===== src/rtl/rtc_bus_master.sv =====
// Command-driven master for a multiplexed address/data RTC bus (Intel mode, active-low strobes).
// One read or write per accepted command; response pulse after the data-phase recovery time.
module rtc_bus_master #(
  parameter int                DATA_W   = 8,
  parameter int                T_STB    = 5,
  parameter int                T_GAP    = 8,
  parameter int                T_REC    = 8,
  parameter logic [DATA_W-1:0] IDLE_VAL = '1
) (
  input  logic              clock,
  input  logic              reset,
  input  logic              cmd_valid,
  output logic              cmd_ready,
  input  logic              cmd_write,
  input  logic [DATA_W-1:0] cmd_addr,
  input  logic [DATA_W-1:0] cmd_wdata,
  output logic              rsp_valid,
  output logic [DATA_W-1:0] rsp_rdata,
  output logic              busy,
  output logic [DATA_W-1:0] ad_out,
  output logic              ad_oe,
  input  logic [DATA_W-1:0] ad_in,
  output logic              ad,
  output logic              cs,
  output logic              wr,
  output logic              rd
);

  typedef enum logic [3:0] {
    IDLE, A_CS, A_STB, A_WRH, A_CSH, A_REL, GAP, D_CS, D_STB, D_CSH, REC
  } state_t;

  localparam logic [5:0] STB_LAST = 6'(T_STB - 1);
  localparam logic [5:0] GAP_LAST = 6'(T_GAP - 1);
  localparam logic [5:0] REC_LAST = 6'(T_REC - 1);
  localparam logic [5:0] ACS_LAST = 6'd1;

  state_t              state_q, state_d;
  logic [5:0]          cnt_q, cnt_d;
  logic                write_q, write_d;
  logic [DATA_W-1:0]   addr_q, addr_d;
  logic [DATA_W-1:0]   wdata_q, wdata_d;
  logic [DATA_W-1:0]   rdata_q, rdata_d;
  logic                rsp_valid_q, rsp_valid_d;
  logic                accept;

  assign accept = cmd_valid && (state_q == IDLE);

  always_ff @(posedge clock) begin
    if (reset) begin
      state_q     <= IDLE;
      cnt_q       <= '0;
      write_q     <= 1'b0;
      addr_q      <= '0;
      wdata_q     <= '0;
      rdata_q     <= '0;
      rsp_valid_q <= 1'b0;
    end else begin
      state_q     <= state_d;
      cnt_q       <= cnt_d;
      write_q     <= write_d;
      addr_q      <= addr_d;
      wdata_q     <= wdata_d;
      rdata_q     <= rdata_d;
      rsp_valid_q <= rsp_valid_d;
    end
  end

  always_comb begin
    state_d = state_q;
    unique case (state_q)
      IDLE:    if (cmd_valid)            state_d = A_CS;
      A_CS:    if (cnt_q == ACS_LAST)    state_d = A_STB;
      A_STB:   if (cnt_q == STB_LAST)    state_d = A_WRH;
      A_WRH:                             state_d = A_CSH;
      A_CSH:                             state_d = A_REL;
      A_REL:                             state_d = GAP;
      GAP:     if (cnt_q == GAP_LAST)    state_d = D_CS;
      D_CS:                              state_d = D_STB;
      D_STB:   if (cnt_q == STB_LAST)    state_d = D_CSH;
      D_CSH:                             state_d = REC;
      REC:     if (cnt_q == REC_LAST)    state_d = IDLE;
      default:                           state_d = IDLE;
    endcase
  end

  // Counter restarts on every state change so each state times itself from zero.
  always_comb begin
    cnt_d       = (state_d != state_q || state_q == IDLE) ? 6'd0 : cnt_q + 6'd1;
    write_d     = accept ? cmd_write : write_q;
    addr_d      = accept ? cmd_addr  : addr_q;
    wdata_d     = accept ? cmd_wdata : wdata_q;
    rsp_valid_d = (state_q == REC) && (state_d == IDLE);
    rdata_d     = rdata_q;
    if (state_q == D_STB && state_d == D_CSH && !write_q)
      rdata_d = ad_in;
  end

  // The address phase always strobes wr; only the data phase picks wr or rd.
  always_comb begin
    ad     = 1'b1;
    cs     = 1'b1;
    wr     = 1'b1;
    rd     = 1'b1;
    ad_oe  = 1'b0;
    ad_out = IDLE_VAL;
    unique case (state_q)
      A_CS: begin
        ad = 1'b0;
        cs = (cnt_q == 6'd0);
      end
      A_STB: begin
        ad     = 1'b0;
        cs     = 1'b0;
        wr     = 1'b0;
        ad_oe  = 1'b1;
        ad_out = addr_q;
      end
      A_WRH: begin
        ad     = 1'b0;
        cs     = 1'b0;
        ad_oe  = 1'b1;
        ad_out = addr_q;
      end
      A_CSH: begin
        ad     = 1'b0;
        ad_oe  = 1'b1;
        ad_out = addr_q;
      end
      A_REL: begin
        ad_oe  = 1'b1;
        ad_out = addr_q;
      end
      D_CS: cs = 1'b0;
      D_STB: begin
        cs = 1'b0;
        if (write_q) begin
          wr     = 1'b0;
          ad_oe  = 1'b1;
          ad_out = wdata_q;
        end else begin
          rd = 1'b0;
        end
      end
      D_CSH: begin
        cs = 1'b0;
        if (write_q) begin
          ad_oe  = 1'b1;
          ad_out = wdata_q;
        end
      end
      default: ;
    endcase
  end

  assign cmd_ready = (state_q == IDLE);
  assign busy      = (state_q != IDLE);
  assign rsp_valid = rsp_valid_q;
  assign rsp_rdata = rdata_q;

  a_no_wr_rd_overlap: assert property (@(posedge clock) disable iff (reset) !(!wr && !rd));
  a_no_rd_while_drive: assert property (@(posedge clock) disable iff (reset) !(!rd && ad_oe));

endmodule


===== config.mk =====
export PLATFORM = sky130hd
export DESIGN_NAME = rtc_bus_master
export DESIGN_NICKNAME = d
export VERILOG_FILES = /design/src/rtl/rtc_bus_master.sv
export SDC_FILE = /design/constraint.sdc
export NUM_CORES = 1
export LEC_CHECK = 0
export BUFFER_PORTS_ARGS = -buffer_cell sky130_fd_sc_hd__buf_4
export CORE_ASPECT_RATIO = 0.8
export CORE_MARGIN = 3
export CORE_UTILIZATION = 54
export CTS_BUF_LIST = sky130_fd_sc_hd__clkbuf_4
export CTS_CLUSTER_SIZE = 30
export DETAILED_ROUTE_END_ITERATION = 8
export HOLD_SLACK_MARGIN = 0.03
export MAX_ROUTING_LAYER = met4
export PLACE_DENSITY = 0.82
export SLEW_MARGIN = 20
export SYNTH_ARGS = -nofsm -noshare
export SYNTH_HDL_FRONTEND = slang
export SYNTH_SLANG_ARGS = --single-unit

===== constraint.sdc =====
create_clock -name clock -period 3.6 [get_ports clock]
set_clock_uncertainty 0.15 [all_clocks]
set_input_delay 0.72 -clock clock [delete_from_list [all_inputs] [get_ports clock]]
set_output_delay 0.72 -clock clock [all_outputs]
set_load 0.02 [all_outputs]

==> reports/metrics.cfg <==
[route]
detail_route.vias_per_cell=5.54
via_count=1572
routed_wirelength_um=4030
drt_drc_violations_left=0
detailedRoute.firstPassIterationCount=7
ant_nets=0
dr.first_iter.drc_count=156
routed_len_inst_um=14.2

[critical_path]
startpoint_type=register
timing_startpoint_of_the_critical_path=state_q[3]
endpoint_kind=primary output
critical_path_arrival_ns=1.94
r2r.worst_path.cells=4
critical_path_class=reg -> out
r2r_end=rsp_rdata[4]
worst-r2r-setup-slack_ns=1.33
crit_end=ad_out[0]
path_max_fanout=18
critPathRequiredTime_ns=2.73
critical_path.reg2reg.startpoint=state_q[0]

[placed_design]
place.detailed.hpwl_um=3010
postPlaceCellArea_um2=2060
routabilityCongestion=0.844
numPortBuffers=51

[synthesis]
synth_seq_area_share_pct=42.9
async_flop_share_pct=0
mappedNetlistArea_um2=1680
dominantRegCellSynth=sky130_fd_sc_hd__dfxtp_1
syn_avg_cell_area_um2=8.40
post_synth_inst_count=200
synth_warnings=0
postSynthNetCount=231
synth_edf_count=0
synth_cell_types=41
postSynthRegisterBits=36

[finish]
final_nets=276
finish.utilization_pct=73.5
synthToLayoutAreaGrowth_pct=25.6
post_route_cells_drive_above_1_share_pct=25.6
insertedDiodeCount=0
nFillCells=205
final_cell_area_um2=2110

[timing]
rsz0062_at_grt=false
timing.final.crit_period_ns=2.81
slew_headroom_pct=48.1
worst_slew_pin_tran_ns=0.772
setup_violations=0
period_share_pct=78.1
final-hold-violation-count=0
final.setup.tns_ns=0
pins_over_their_slew_limit=0
achievable-frequency_mhz=356

[global_route]
grt_antenna_before_repair=0
grt_pass1_vias=1449
grt.total_usage_pct=22.9
grt-ovfl-total=0
grt_start_max_net_pins=32
first_pass_grt_wire_length_um=6600

[die]
coreArea_um2=2870
ios=52
die_area_um2=3820
die_w_um=68.4
vertical_die_dimension_um=55.9
initial_utilization_pct=58.5
placement_rows=17

[power]
peakVddDrop_mv=0.264
power_leakage_nw=0.856
total_power_uw=758
cellPowerDensity_nw_per_um2=359

[run_status]
run_status=complete, no violations

[cts]
clk_transition_reported_paths_ns=0.11
hold_buffers=0
cts_inserted_buffers=5
post_cts.repair.setup_buffers=0
cts_max_path_buffers=2
clkLatencyLatePin_ns=0.33
clock_sinks=36
cts_htree_levels=2
tritoncts=done
post_cts_resize_count=0
clk_root_buffer_cell=sky130_fd_sc_hd__clkbuf_4

[min_path]
min_path_type=reg -> reg

[run]
max-cap-violations=0

logic make-up (layout without fill, tap and decap cells):
logic type,count (synthesis),count (layout),share of synthesized area (%)
AND/OR/NAND/NOR,88,88,26.5
buffers and inverters,17,63,3.95
flip-flops,36,36,42.9
AO/OA/AOI/OAI,41,41,16.0
adder cells (fa/ha/maj),3,3,2.23
multiplexers,8,8,4.77
XOR/XNOR,7,7,3.65
through the flow:
step	cells	setup WS [ns]	hold slack [ns]
6_report	284	0.787	0.320
3_5_place_dp	276	1.20	0.304
5_1_grt	284	0.671	0.335
4_1_cts	284	0.802	0.318
3_3_place_gp	276	1.21	0.292
2_1_floorplan	200	1.26	0.286
critical path, stage by stage (launching register included):
cell                      delay [ns]
sky130_fd_sc_hd__dfxtp_1        0.71
sky130_fd_sc_hd__nand3_1        0.44
sky130_fd_sc_hd__o22a_1         0.30
sky130_fd_sc_hd__buf_4          0.16
synthesized netlist by cell type (all sizes together) (2+ instances only):
cell type	instances	area, um^2
nor3	9	45.0
xnor2	3	26.3
xor2	4	35.0
ha	3	37.5
or3	3	28.8
nand3	4	20.0
and3	3	18.8
clkbuf	10	37.5
nor3b	2	15.0
buf	3	13.8
inv	4	15.0
nand2b	2	12.5
o21ai	3	15.0
mux2i	8	80.1
a21o	2	15.0
a21oi	19	95.1
nor2	15	56.3
o22a	8	70.1
nor4	3	40.0
dfxtp	36	721
nand2	40	150
cells in the final DEF, fill, tap and decap left out, types with 2 or more instances in the layout:
master,instances
sky130_fd_sc_hd__clkinv_2,2
sky130_fd_sc_hd__dfxtp_1,36
sky130_fd_sc_hd__nand3_1,4
sky130_fd_sc_hd__nand2b_1,2
sky130_fd_sc_hd__clkbuf_4,5
sky130_fd_sc_hd__o22a_1,8
sky130_fd_sc_hd__nor2_1,15
sky130_fd_sc_hd__xnor2_1,3
sky130_fd_sc_hd__xor2_1,4
sky130_fd_sc_hd__buf_4,51
sky130_fd_sc_hd__inv_1,4
sky130_fd_sc_hd__a21oi_1,19
sky130_fd_sc_hd__a21o_1,2
sky130_fd_sc_hd__ha_1,3
sky130_fd_sc_hd__or3_4,2
sky130_fd_sc_hd__mux2i_1,8
sky130_fd_sc_hd__o21ai_0,3
sky130_fd_sc_hd__nor3_1,9
sky130_fd_sc_hd__nor3b_1,2
sky130_fd_sc_hd__nand2_1,40
sky130_fd_sc_hd__and3_1,3
state kept, by name, summed over array words and instances, names as in the netlist:
name / flops
addr_q: 8
rsp_rdata: 8
wdata_q: 8
cnt_q: 6
state_q: 4
rsp_valid: 1
write_q: 1
power by group:
| group | internal, mW | switching [mW] | leakage (nW) |
|---|---|---|---|
| registers | 0.415 | 0.0153 | 0.293 |
| logic | 0.0574 | 0.0648 | 0.531 |
| clock network | 0.0717 | 0.133 | 0.0324 |
| total | 0.544 | 0.213 | 0.856 |
how the worst min path moves through the flow:
stage	startpoint	end	slack, ns	cells after the start
final	wdata_q[3]	wdata_q[3]	0.32	2
after detailed placement	wdata_q[6]	wdata_q[6]	0.30	2
after floorplan	wdata_q[0]	wdata_q[0]	0.29	2
after CTS	wdata_q[6]	wdata_q[6]	0.32	2
after global placement	addr_q[2]	addr_q[2]	0.29	2
after global routing	wdata_q[5]	wdata_q[5]	0.33	2
area by class of cell:
class / count / area [um^2] / share of cell area, %
multi-input cells: 147 / 893 / 42.3
flip-flops and latches: 36 / 721 / 34.1
repair buffers: 51 / 383 / 18.1
well taps: 38 / 47.5 / 2.25
clock buffers: 5 / 37.5 / 1.78
inverters: 4 / 15.0 / 0.711
clock inverters: 3 / 13.8 / 0.652
per-layer routing:
metal | wire (um) | vias to the layer above | GRT usage [%]
met5 | 0 | - | -
li1 | - | 785 | -
met4 | 65 | 0 | 6.52
met2 | 1880 | 62 | 33.9
met1 | 1810 | 717 | 30.9
met3 | 276 | 8 | 5.66
No activity file was read; power rests on OpenSTA's default activity.
